$ cat config.mk
export PLATFORM = sky130hd
export DESIGN_NAME = pam4_slicer
export DESIGN_NICKNAME = d
export VERILOG_FILES = /design/src/rtl/pam4_pkg.sv /design/src/rtl/pam4_slicer.sv
export SDC_FILE = /design/constraint.sdc
export NUM_CORES = 1
export LEC_CHECK = 0
export CORE_AREA = 2 2 39 41
export DETAILED_ROUTE_END_ITERATION = 16
export DIE_AREA = 0 0 41 43
export GPL_TIMING_DRIVEN = 0
export PLACE_DENSITY_LB_ADDON = 0.3
export SLEW_MARGIN = 25
export SYNTH_ARGS = -nofsm -noshare
export SYNTH_HDL_FRONTEND = slang
export SYNTH_SLANG_ARGS = --single-unit
$ cat constraint.sdc
create_clock -name clk -period 3 [get_ports clk]
set_input_delay 0.75 -clock clk [delete_from_list [all_inputs] [get_ports clk]]
set_output_delay 0.75 -clock clk [all_outputs]
set_load 0.05 [all_outputs]
$ cat src/rtl/pam4_pkg.sv
// pam4_pkg: constants and types shared by the PAM-4 receive path.
//   - slicer level indices and their Gray-decoded bit pairs
//   - PRBS31 polynomial taps (x^31 + x^28 + 1) and history length
//   - checker state encoding
//   - gray_decode(): level index -> 2-bit symbol, MSB is the earlier bit
package pam4_pkg;

    localparam logic [1:0] LEVEL_L0 = 2'd0;
    localparam logic [1:0] LEVEL_L1 = 2'd1;
    localparam logic [1:0] LEVEL_L2 = 2'd2;
    localparam logic [1:0] LEVEL_L3 = 2'd3;

    localparam logic [1:0] GRAY_L0 = 2'b00;
    localparam logic [1:0] GRAY_L1 = 2'b01;
    localparam logic [1:0] GRAY_L2 = 2'b11;
    localparam logic [1:0] GRAY_L3 = 2'b10;

    localparam int PRBS_TAP_A = 31;
    localparam int PRBS_TAP_B = 28;
    localparam int PRBS_LEN   = 31;

    typedef enum logic [1:0] {
        FILL   = 2'd0,
        SEARCH = 2'd1,
        LOCKED = 2'd2
    } chk_state_t;

    function automatic logic [1:0] gray_decode(input logic [1:0] level);
        logic [1:0] sym;
        case (level)
            LEVEL_L0: sym = GRAY_L0;
            LEVEL_L1: sym = GRAY_L1;
            LEVEL_L2: sym = GRAY_L2;
            default:  sym = GRAY_L3;
        endcase
        return sym;
    endfunction

endpackage

$ cat src/rtl/pam4_slicer.sv
// pam4_slicer: registered PAM-4 decision slicer with Gray decode.
// Ports:
//   clk, rst          clock and synchronous active-high reset
//   signal_in         received voltage sample, signed
//   signal_in_valid   sample qualifier
//   symbol_out        decoded bit pair, [1] = earlier bit; holds while invalid
//   symbol_out_valid  signal_in_valid delayed by one cycle
module pam4_slicer
    import pam4_pkg::*;
#(
    parameter int SIGNAL_RESOLUTION = 8,
    parameter int SYMBOL_SEPERATION = 56
) (
    input  logic                                clk,
    input  logic                                rst,
    input  logic signed [SIGNAL_RESOLUTION-1:0] signal_in,
    input  logic                                signal_in_valid,
    output logic        [1:0]                   symbol_out,
    output logic                                symbol_out_valid
);

    localparam logic signed [SIGNAL_RESOLUTION-1:0] POS_THRESH = SIGNAL_RESOLUTION'(SYMBOL_SEPERATION);
    localparam logic signed [SIGNAL_RESOLUTION-1:0] NEG_THRESH = -POS_THRESH;
    localparam logic signed [SIGNAL_RESOLUTION-1:0] ZERO       = '0;

    logic [1:0] level;

    // Three signed thresholds split the input range into the four levels;
    // a sample exactly on a threshold belongs to the level above it.
    always_comb begin
        level = LEVEL_L3;
        if (signal_in < NEG_THRESH) begin
            level = LEVEL_L0;
        end else if (signal_in < ZERO) begin
            level = LEVEL_L1;
        end else if (signal_in < POS_THRESH) begin
            level = LEVEL_L2;
        end
    end

    // The valid flag always follows the input; the symbol only updates on
    // valid samples so downstream logic sees a stable value when idle.
    always_ff @(posedge clk) begin
        if (rst) begin
            symbol_out       <= 2'b00;
            symbol_out_valid <= 1'b0;
        end else begin
            symbol_out_valid <= signal_in_valid;
            if (signal_in_valid) begin
                symbol_out <= gray_decode(level);
            end
        end
    end

endmodule

# Yosys cells after proc, flatten, opt, wreduce, memory -nomap -nowiden
# Cells that the tools add are included.
[word_totals] inputBits=11 output_inout_bits=3 register_bits=3
[op_classes] n_eq_ne=2 magnitude_cmp=3 reduce_logical=1 mux=4
[ops] op="$lt 8x7->1 const B" n=2
[ops] op="$lt 8x1->1 const B" n=1
[ops] op="$pmux 2 s3" n=1
[ops] op="$mux 2" n=2
[ops] op="$eq 2x1->1 const B" n=1
[ops] op="$eq 2x2->1 const B" n=1
[ops] op="$logic_not 2->1" n=1
[ops] op="$mux 1" n=1

# Depth between registers and ports, before layout
# Gate-level depths: netlist of run 1.
[logic_depth] depth_word=6 mapped_depth=4

# Least setup slack after synthesis of run 1
# No wires, ideal clock.
[synth_path] kind="input to register" from="input port signal_in[3]" to="register symbol_out[0]" arrival_time_ns=1.914 slack_ns=0.998 path_stages=4 cell_sequence="o311ai_0 ha_1 or3_1 a311oi_2"
[synth_via] elab_chain_cells=6
[synth_lines] item="from (decl)" line="pam4_slicer.sv:16" text="input logic signed [SIGNAL_RESOLUTION-1:0] signal_in,"
[synth_lines] item="$lt 8x7->1" line="pam4_slicer.sv:36" text="end else if (signal_in < POS_THRESH) begin"
[synth_lines] item="$mux 1" line="pam4_slicer.sv:36"
[synth_lines] item="$mux 2" line="pam4_slicer.sv:34" text="end else if (signal_in < ZERO) begin"
[synth_lines] item="$mux 2 *" line="pam4_slicer.sv:32" text="if (signal_in < NEG_THRESH) begin"
[synth_lines] item="$eq 2x2->1, or another cell as far along" line="pam4_pkg.sv:30" text="case (level)"
[synth_lines] item="$pmux 2 s3 *" line="pam4_pkg.sv:30"
[synth_lines] item="to (signal assigned)" line="pam4_slicer.sv:50" text="symbol_out <= gray_decode(level);"
[synth_lines] item="to (decl)" line="pam4_slicer.sv:18" text="output logic [1:0] symbol_out,"
# Every way passes the cells marked *; elsewhere a longest branch is shown, timed or not.
# A chain may end at the register's enable or synchronous reset.

# Worst setup path in the final report of run 1
# Same ends and word-level chain as after synthesis.

==> results.cfg, run 1 <==
[worst_setup_path]
crit_slowest_cell = clkdlybuf4s50_1
end_kind = register
startpoint = signal_in[3]
path_cells = clkdlybuf4s50_1 > o311ai_0 > ha_1 > or3_1 > a311oi_2
r2r_start = symbol_out[0]
cp-endpoint = symbol_out[0]
worstPathRequired_ns = 3.15
r2r-end = symbol_out[0]
r2r_cells = 2
critical_path_class = in -> reg
regToRegSetupSlack_ns = 2.34
max_stage_delay_ns = 0.42
crit_path_start_kind = primary input
cp_max_fo = 2
cp.arrival_ns = 2.40

[power]
power_leakage_nw = 0.109
switching_share_pct = 27.6
p_sw_mw = 0.0419
power.internal_mw = 0.110
clkPwrFrac_pct = 48.6
p_per_area_mw_per_mm2 = 522
power_frac_seq_pct = 28.8
comb_power_share_pct = 22.5
peakVddDrop_uv = 63.8

[timing]
slew_violations = 0
max_freq_mhz = 445
fin_crit_ns = 2.25
slew-limit-headroom_pct = 67.1
tns_ns = 0
finalSetupViolCount = 0
fin_skew_ns = 0
setup_ws_ns = 0.754
rsz0062_at_grt = false
fin_crit_sh_pct = 74.9
tightest_slew_ns = 0.492
finalHoldViolations = 0

[clocking]
ctsLongestPathBuffers = 2
postCtsSetupRepairBufs = 0
clk_pin_slew_ns = 0.04
cts_resized = 0
cts_tree = done
cts-hold-fix-buffers = 0
insertion_delay_ns = 0.23
cts.sinks = 3
cts_buffers = 3
cts_root_buffer = clkbuf_4
htree_levels = 1

[run_status]
status = completed

[floorplan]
rows = 14
die_width_microns = 41
fp.dieH_microns = 43
die_area_sq_mm = 0.00176
start_util_pct = 10.4
core-area_sq_mm = 0.00138
ios = 14

[yosys]
yosys.area_share.xor_xnor_pct = 0
synth_seq_cells = 3
syn_area_sq_um = 144
syn_area_per_cell_sq_um = 10.3
synth_top_family_by_area = compound AO/OA/AOI/OAI gates
synth_compound_area_share_pct = 26.1
ys_warn_count = 0
synth_nets = 26
synthMuxAreaShare_pct = 6.96
yosysSeqAreaShare_pct = 41.7
synth_fa_ha_area_share_pct = 8.70
synth_cell_types = 11
syn_inst = 14
synth_simple_gate_area_share_pct = 13.9

[final_layout]
final_cell_mix = 10 x clkdlybuf4s50_1, 3 x clkbuf_4, 3 x dfxtp_1, 2 x nor2_1
final_area_sq_um = 290
nNetsFinal = 41
layout-drive-gt1-share_pct = 14.3
diodes = 0
final_common_cell = clkdlybuf4s50_1
fillers = 154
syn_to_final_growth_pct = 102
fin_cells = 44

[worst_hold_path]
hold_start = symbol_out[1]
hold_path.class = reg -> reg

[place]
portBuffers = 10
place_congestion = 0.591
place_ws_ns = 0.502
dpl_cell_area_sq_um = 264
dp.cells = 40

[flow_run]
max-cap-violations = 0

[routing]
drt_first_pass_iters = 1
drt-initial-drc-count = 0
finalWirelength_microns = 360
drc = 0
drtAntennaViolNets = 0
vias = 162
wl_per_cell_microns = 8.18
viasPerCell = 3.68

[global_routing]
grt_pass1_vias = 161
grt_start_max_net_pins = 5
grt_pass1_wl_microns = 579
grtUsageTotal_pct = 5.61
gr-total-overflow = 0
antenna_found_initial = 0
[power by group through the flow]
stage | logic (mW) | registers, mW | clock network [mW]
global route | 0.0371 | 0.0440 | 0.0799
global placement | 0.0334 | 0.0443 | 0
CTS | 0.0343 | 0.0437 | 0.0771
finish | 0.0341 | 0.0437 | 0.0736
detailed placement | 0.0342 | 0.0445 | 0
floorplan | 0.00786 | 0.0534 | 0
[metal layers]
layer  global-route usage [%]  up-vias  wire (microns)
li1                         -       83               -
met1                     5.10       64             144
met2                     6.88       13             133
met3                     3.14        2              63
met4                     8.00        0              19
met5                        0        -               0
[logic make-up (layout without fill, tap and decap cells)]
family                   after synthesis  count (layout)
flip-flops                             3               3
adder cells (fa/ha/maj)                1               1
AND/OR/NAND/NOR                        4               4
multiplexers                           1               1
buffers and inverters                  1              15
AO/OA/AOI/OAI                          4               4
[registers in the layout, indices dropped and copies added, names as in the netlist]
signal	cells
symbol_out_valid	1
symbol_out	2
[per-stage QoR]
step                util (%)  hold slack [ns]  total power [mW]
global placement        19.1            0.476            0.0777
finish                  21.0            0.512             0.151
CTS                     21.0            0.522             0.155
floorplan                  -            0.733            0.0613
detailed placement      19.1            0.509            0.0786
global route            21.0            0.565             0.161
[worst max-delay path, delay by kind of cell]
kind	cells	cell delay, ns
adders and majority gates	1	0.31
buffers and inverters	1	0.42
AOI/OAI and AO/OA	2	0.57
and+or+nand+nor	1	0.36
[layout make-up]
class | instances | area (sq um) | share of cell area, %
tap | 16 | 20.0 | 6.90
sequential | 3 | 60.1 | 20.7
timing repair buffer | 10 | 100 | 34.5
clock buffer | 4 | 26.3 | 9.05
multi-input combinational | 10 | 80.1 | 27.6
inverter | 1 | 3.75 | 1.29
[synthesized netlist by cell type, drive strengths merged]
| library cell | instances | area share (%) |
|---|---|---|
| mux2i | 1 | 7.0 |
| nor2 | 2 | 5.2 |
| dfxtp | 3 | 42 |
| a311oi | 2 | 17 |
| o21ai | 1 | 3.5 |
| or3 | 1 | 4.4 |
| nor2b | 1 | 4.4 |
| inv | 1 | 2.6 |
| ha | 1 | 8.7 |
| o311ai | 1 | 6.1 |
[worst min path at each step]
| stage | endpoint | slack [ns] | depth (start not counted) |
|---|---|---|---|
| 2_1_floorplan | symbol_out[1] | 0.73 | 2 |
| 4_1_cts | symbol_out[1] | 0.52 | 2 |
| 6_report | symbol_out[1] | 0.51 | 2 |
| 3_5_place_dp | symbol_out[1] | 0.51 | 2 |
| 5_1_grt | symbol_out[0] | 0.56 | 2 |
| 3_3_place_gp | symbol_out[1] | 0.48 | 2 |
(Power assumes the default switching activity.)
==> run 2, diff against run 1 <==
==> constraint.sdc (replaced) <==
create_clock -name clk -period 2.2 [get_ports clk]
set_input_delay 0.55 -clock clk [delete_from_list [all_inputs] [get_ports clk]]
set_output_delay 0.55 -clock clk [all_outputs]
set_load 0.05 [all_outputs]
==> results of run 2 <==
Same layout as run 1 (identical final DEF). Status: completed.
Main changes from that run: setup slack after placement 0.502 ns -> -0.0984 ns; setup slack after layout 0.754 ns -> 0.154 ns; register-to-register setup slack 2.34 ns -> 1.54 ns; total power 0.151 mW -> 0.207 mW; worst IR drop on VDD 63.8 uV -> 87.0 uV
